<file path="config.mk">
export PLATFORM = sky130hd
export DESIGN_NAME = zacore_fetch_flat
export DESIGN_NICKNAME = d
export VERILOG_FILES = /design/src/rtl/zacore_fetch.sv /design/src/rtl/zacore_fetch_if.sv /design/src/flat_wrapper.sv
export SDC_FILE = /design/constraint.sdc
export NUM_CORES = 1
export LEC_CHECK = 0
export CAP_MARGIN = 20
export CELL_PAD_IN_SITES_DETAIL_PLACEMENT = 0
export CELL_PAD_IN_SITES_GLOBAL_PLACEMENT = 1
export CORE_ASPECT_RATIO = 1.5
export CORE_MARGIN = 2
export CORE_UTILIZATION = 39
export DETAILED_ROUTE_END_ITERATION = 16
export HOLD_SLACK_MARGIN = 0.15
export PLACE_DENSITY_LB_ADDON = 0.1
export SLEW_MARGIN = 20
export SYNTH_ARGS = -nofsm -noshare
export SYNTH_HDL_FRONTEND = slang
export SYNTH_SLANG_ARGS = --single-unit
</file>
<file path="constraint.sdc">
create_clock -name clk -period 6.2 [get_ports clk]
set_input_delay 0.93 -clock clk [delete_from_list [all_inputs] [get_ports clk]]
set_output_delay 0.93 -clock clk [all_outputs]
set_load 0.005 [all_outputs]
</file>
<file path="src/rtl/zacore_fetch.sv">
// Zacore RV32I fetch stage: PC, credit-based imem requests, tag/output FIFOs, redirect discard.
// Optional ZACORE_FETCH_SKID_EN doubles buffer depth (D=2) for full-rate fetch.
package zacore_fetch_pkg;
  typedef struct packed {
    logic        valid;
    logic [31:0] pc;
  } datapath_info_t;

  typedef struct packed {
    datapath_info_t datapath_info;
  } execute_fetch_if_t;

  typedef struct packed {
    datapath_info_t datapath_info;
    logic [31:0]    inst;
  } fetch_decode_if_t;
endpackage

module zacore_fetch
  import zacore_fetch_pkg::*;
#(
  parameter logic [31:0] RESET_PC = 32'h0000_0000
) (
  input  logic              clk,
  input  logic              rst_n,
  input  execute_fetch_if_t execute_fetch_i,
  zacore_fetch_if.master    imem,
  output fetch_decode_if_t  fetch_decode_o,
  input  logic              decode_ready
);

`ifdef ZACORE_FETCH_SKID_EN
  localparam int DEPTH = 2;
`else
  localparam int DEPTH = 1;
`endif
  localparam int CNT_W = $clog2(DEPTH + 1);
  localparam int PTR_W = (DEPTH > 1) ? $clog2(DEPTH) : 1;

  typedef logic [CNT_W-1:0] cnt_t;
  typedef logic [PTR_W-1:0] ptr_t;

  logic [31:0] pc_q;
  logic        run_q;
  cnt_t        inflight_q, discard_q, occ_q;
  ptr_t        tag_wr_q, tag_rd_q, out_wr_q, out_rd_q;

  logic [31:0] tag_mem      [DEPTH];
  logic [31:0] out_pc_mem   [DEPTH];
  logic [31:0] out_inst_mem [DEPTH];

  logic           redirect, out_valid, pop, req_fire, rsp, rsp_keep;
  logic [CNT_W:0] used;

  function automatic ptr_t ptr_inc(input ptr_t p);
    return (p == ptr_t'(DEPTH - 1)) ? '0 : p + ptr_t'(1);
  endfunction

  // NOTE: every always_comb output gets a default first so no path can infer a latch.
  always_comb begin
    redirect  = execute_fetch_i.datapath_info.valid;
    out_valid = (occ_q != '0) && !redirect;
    pop       = out_valid && decode_ready;
    // Slots already promised (in flight + buffered), less the one decode frees now.
    used      = {1'b0, inflight_q} + {1'b0, occ_q} - {{CNT_W{1'b0}}, pop};

    imem.imem_req_valid = run_q && !redirect && (used < (CNT_W+1)'(DEPTH));
    imem.imem_req_addr  = pc_q;
    req_fire = imem.imem_req_valid && imem.imem_req_ready;
    rsp      = imem.imem_rsp_valid;
    rsp_keep = rsp && (discard_q == '0) && !redirect;

    fetch_decode_o = '0;
    if (out_valid) begin
      fetch_decode_o.datapath_info.valid = 1'b1;
      fetch_decode_o.datapath_info.pc    = out_pc_mem[out_rd_q];
      fetch_decode_o.inst                = out_inst_mem[out_rd_q];
    end
  end

  // NOTE: sequential state uses non-blocking assignments so every flop sees pre-edge values.
  always_ff @(posedge clk or negedge rst_n) begin
    if (!rst_n) begin
      pc_q       <= RESET_PC;
      run_q      <= 1'b0;
      inflight_q <= '0;
      discard_q  <= '0;
      occ_q      <= '0;
      tag_wr_q   <= '0;
      tag_rd_q   <= '0;
      out_wr_q   <= '0;
      out_rd_q   <= '0;
    end else begin
      run_q <= 1'b1;

      if (redirect)      pc_q <= {execute_fetch_i.datapath_info.pc[31:2], 2'b00};
      else if (req_fire) pc_q <= pc_q + 32'd4;

      if (req_fire) tag_wr_q <= ptr_inc(tag_wr_q);
      if (rsp)      tag_rd_q <= ptr_inc(tag_rd_q);
      inflight_q <= inflight_q + cnt_t'(req_fire) - cnt_t'(rsp);

      // Everything still outstanding after this cycle belongs to the old path.
      if (redirect)                       discard_q <= inflight_q - cnt_t'(rsp);
      else if (rsp && discard_q != '0)    discard_q <= discard_q - cnt_t'(1);

      if (redirect) begin
        occ_q    <= '0;
        out_wr_q <= '0;
        out_rd_q <= '0;
      end else begin
        if (rsp_keep) out_wr_q <= ptr_inc(out_wr_q);
        if (pop)      out_rd_q <= ptr_inc(out_rd_q);
        occ_q <= occ_q + cnt_t'(rsp_keep) - cnt_t'(pop);
      end
    end
  end

  // NOTE: FIFO storage is not reset; entries are only read behind a non-zero count
  // and the decode output is zero-gated while invalid.
  always_ff @(posedge clk) begin
    if (req_fire) tag_mem[tag_wr_q] <= pc_q;
    if (rsp_keep) begin
      out_pc_mem[out_wr_q]   <= tag_mem[tag_rd_q];
      out_inst_mem[out_wr_q] <= imem.imem_rsp_data;
    end
  end

endmodule
</file>
<file path="src/rtl/zacore_fetch_if.sv">
// Instruction-memory request/response bus between the Zacore fetch stage (master)
// and the instruction memory (slave).
interface zacore_fetch_if;
  logic        imem_req_valid;
  logic        imem_req_ready;
  logic [31:0] imem_req_addr;
  logic        imem_rsp_valid;
  logic [31:0] imem_rsp_data;

  modport master (
    output imem_req_valid,
    output imem_req_addr,
    input  imem_req_ready,
    input  imem_rsp_valid,
    input  imem_rsp_data
  );

  modport slave (
    input  imem_req_valid,
    input  imem_req_addr,
    output imem_req_ready,
    output imem_rsp_valid,
    output imem_rsp_data
  );
endinterface

</file>
<file path="src/flat_wrapper.sv">
// flat-port wrapper written by rule: the top's interface ports become plain ports
module zacore_fetch_flat import zacore_fetch_pkg::*;
#(
  parameter logic [31:0] RESET_PC = 32'h0000_0000
)
  (clk, rst_n, execute_fetch_i, fetch_decode_o, decode_ready, imem_imem_req_valid, imem_imem_req_addr, imem_imem_req_ready, imem_imem_rsp_valid, imem_imem_rsp_data);
  zacore_fetch_if imem_i ();
  input  logic clk;
  input  logic rst_n;
  input  execute_fetch_if_t execute_fetch_i;
  output fetch_decode_if_t fetch_decode_o;
  input  logic decode_ready;
  output wire logic [$bits(imem_i.imem_req_valid)-1:0] imem_imem_req_valid;
  output wire logic [$bits(imem_i.imem_req_addr)-1:0] imem_imem_req_addr;
  input wire logic [$bits(imem_i.imem_req_ready)-1:0] imem_imem_req_ready;
  input wire logic [$bits(imem_i.imem_rsp_valid)-1:0] imem_imem_rsp_valid;
  input wire logic [$bits(imem_i.imem_rsp_data)-1:0] imem_imem_rsp_data;
  assign imem_imem_req_valid = imem_i.imem_req_valid;
  assign imem_imem_req_addr = imem_i.imem_req_addr;
  assign imem_i.imem_req_ready = imem_imem_req_ready;
  assign imem_i.imem_rsp_valid = imem_imem_rsp_valid;
  assign imem_i.imem_rsp_data = imem_imem_rsp_data;
  zacore_fetch #(.RESET_PC(RESET_PC)) u_core (.clk(clk), .rst_n(rst_n), .execute_fetch_i(execute_fetch_i), .imem(imem_i), .fetch_decode_o(fetch_decode_o), .decode_ready(decode_ready));
endmodule
</file>
==> impl_metrics.tcl <==
set metrics [dict create \
    status "finished, final reports clean" \
    synth_cells 414 \
    h-tree-depth 4 \
    drt-met1-wl_um 4870 \
    setup_ws_ns 2.09 \
    ys_ff_latch 126 \
    drive_above_1_share 0.0797 \
    dp_slack_ns 1.84 \
    cp.required_ns 5.27 \
    regArea_um2 3610 \
    clock_sinks 126 \
    num-fill-cells 1162 \
    wl_met3_um 851 \
    routed-via-count 3760 \
    synth_cell_types 54 \
    netlist_area_um2 5380 \
    dp.final_hpwl_um 8530 \
    grt_usage 0.168 \
    fin_crit_sh 0.663 \
    synth-edff-count 92 \
    p_leak_uw 0.00281 \
    crit_path_end_kind "primary output" \
    first_pass_iters 4 \
    powerDensity_nw_per_um2 305 \
    path_class "input pin to primary output" \
    cp-start-kind "input pin" \
    place_area_um2 7120 \
    multi_input_area_um2 1620 \
    async_reset_ff_frac 0.270 \
    rsz0062_at_grt "no" \
    clk_pin_slew_ns 0.05 \
    root_buffer "clkbuf_16" \
    final-setup-viol-count 0 \
    worst_pin_slew_ns 0.956 \
    finalWeightedCongestion 0.799 \
    skew_ns 0.0104 \
    start_util 0.399 \
    portBuffers 161 \
    ys_seq_area_frac 0.672 \
    slowest_stage "clkdlybuf4s50_1" \
    path_cells "clkdlybuf4s50_1 -> nor2b_4 -> and2_1 -> ha_1 -> inv_1 -> ha_1 -> xor2_1 -> nor4b_1 -> clkdlybuf4s50_1" \
    peakVddDrop_mv 0.179 \
    post_cts_buffers 0 \
    chipHeight_um 148 \
    cts_buffers 17 \
    max_freq_mhz 243 \
    wl_um 11900 \
    grt_pass1_wl_um 19100 \
    critPathArrivalTime_ns 3.18 \
    route.top_layer_used "met4" \
    hold_viol 0 \
    rows 52 \
    worst-path-max-fanout 2 \
    synth_flop_cell "edfxtp_1" \
    fp.coreArea_um2 13500 \
    wl_per_cell_um 15.9 \
    synthTopCellsByArea "edfxtp_1 (51%), dfrtp_1 (16%), and2_1 (7.7%)" \
    grt.overflow.total 0 \
    route.detailed.drc 0 \
    cap_violations 0 \
    vias_per_cell 5.00 \
    post-synth-top-count-cell "edfxtp_1" \
    ant_nets 0 \
    cts_tree "yes" \
    cts.repair.resized 0 \
    route.met2.wl_um 6000 \
    design_area_um2 7700 \
    clk_latency_ns 0.40 \
    drt_iter0_markers 137 \
    period_minus_slack_ns 4.11 \
    cts_hold_buf 0 \
    critPathMaxStageDelay_ns 0.57 \
    slew_headroom 0.361 \
    die_area_um2 14800 \
    antenna_cells 0 \
    tns_ns 0 \
    synth.avg_cell_area_um2 13.0 \
    antenna_found_initial 0 \
    area_growth_pct 43.1 \
    first_global_vias 3784 \
    cts_buffer_depth 2 \
    yosys_warnings 0 \
    ys_top_cells_by_count "edfxtp_1 (92), and2_1 (66), nand2_1 (43)" \
    nets 650 \
    hold_ws_ns 0.412 \
    report.final.slew_viol_count 0 \
    die_x_um 99.9 \
    yosysTopAreaCell "edfxtp_1" \
    ios 168 \
    grt_max_degree 64 \
    hp-class "register to register" \
    rrSetupSlack_ns 2.86 \
    yosysTopAreaCellShare 0.514 \
]
per-layer routing:
| layer | vias to the layer above | GRT usage |
|---|---|---|
| li1 | 1818 | - |
| met1 | 1774 | 0.207 |
| met2 | 150 | 0.280 |
| met3 | 18 | 0.0468 |
| met4 | 0 | 0.0623 |
| met5 | - | 0 |
cells in the final DEF, fill, tap and decap left out, types with 9 or more instances in the layout:
master and instances:
clkdlybuf4s50_1 161, dfrtp_1 34, nand3_1 18, nand4_1 13, o21ai_1 13, o211ai_1 9
nor2_1 11, nand2_1 43, clkbuf_16 17, edfxtp_1 92, and2_1 65
flip-flops by register name (all words and copies together) (netlist names):
| register | cells |
|---|---|
| u_core.out_inst_mem | 32 |
| u_core.imem.imem_req_addr | 30 |
| u_core.out_pc_mem | 30 |
| u_core.tag_mem | 30 |
| u_core.discard_q | 1 |
| u_core.inflight_q | 1 |
| u_core.occ_q | 1 |
| u_core.run_q | 1 |
final timing paths:
path	start	end	depth (start not counted)
setup / recovery	execute_fetch_i[32]	imem_imem_req_valid	9
hold / removal	u_core.tag_mem[0][13]	u_core.out_pc_mem[0][13]	0
setup reg to reg	u_core.occ_q	u_core.imem.imem_req_addr[14]	12
hold reg to reg	u_core.tag_mem[0][13]	u_core.out_pc_mem[0][13]	0
max in group asynchronous	rst_n	u_core.imem.imem_req_addr[21]	2
min in group asynchronous	rst_n	u_core.imem.imem_req_addr[31]	2
metrics by stage:
step	util	std cells	power (uW)
after floorplan	-	417	1210
after global placement	0.529	720	1390
after detailed placement	0.529	720	1410
after CTS	0.571	752	2380
after global routing	0.571	752	2450
final	0.571	752	2350
critical path, delay by kind of cell:
family,cells,cell delay [ns]
AND/OR/NAND/NOR,3,0.49
XOR/XNOR,1,0.17
adder cells (fa/ha/maj),2,0.43
buffers and inverters,3,1.16
kinds of logic after synthesis:
kind of cell / count (synthesis) / synth area share
and+or+nand+nor: 184 / 0.202
DFF: 126 / 0.672
AOI/OAI and AO/OA: 53 / 0.0647
buffers and inverters: 32 / 0.0300
xor gates and xnor gates: 12 / 0.0195
adders and majority gates: 3 / 0.00698
other: 2 / 0.00140
muxes: 2 / 0.00372
power breakdown:
part           leakage [uW]  switching (uW)  internal [uW]  total (uW)
Combinational       0.00126             142            175         317
Clock              0.000286             324            638         963
Sequential          0.00126            65.0           1000        1070
layout make-up:
cell class / instances / area share
flip-flops and latches: 126 / 0.470
repair buffers: 167 / 0.215
clock buffers: 24 / 0.0600
clock inverters: 8 / 0.0150
well taps: 162 / 0.0263
inverters: 6 / 0.00309
multi-input cells: 259 / 0.211
(Power assumes the default switching activity.)
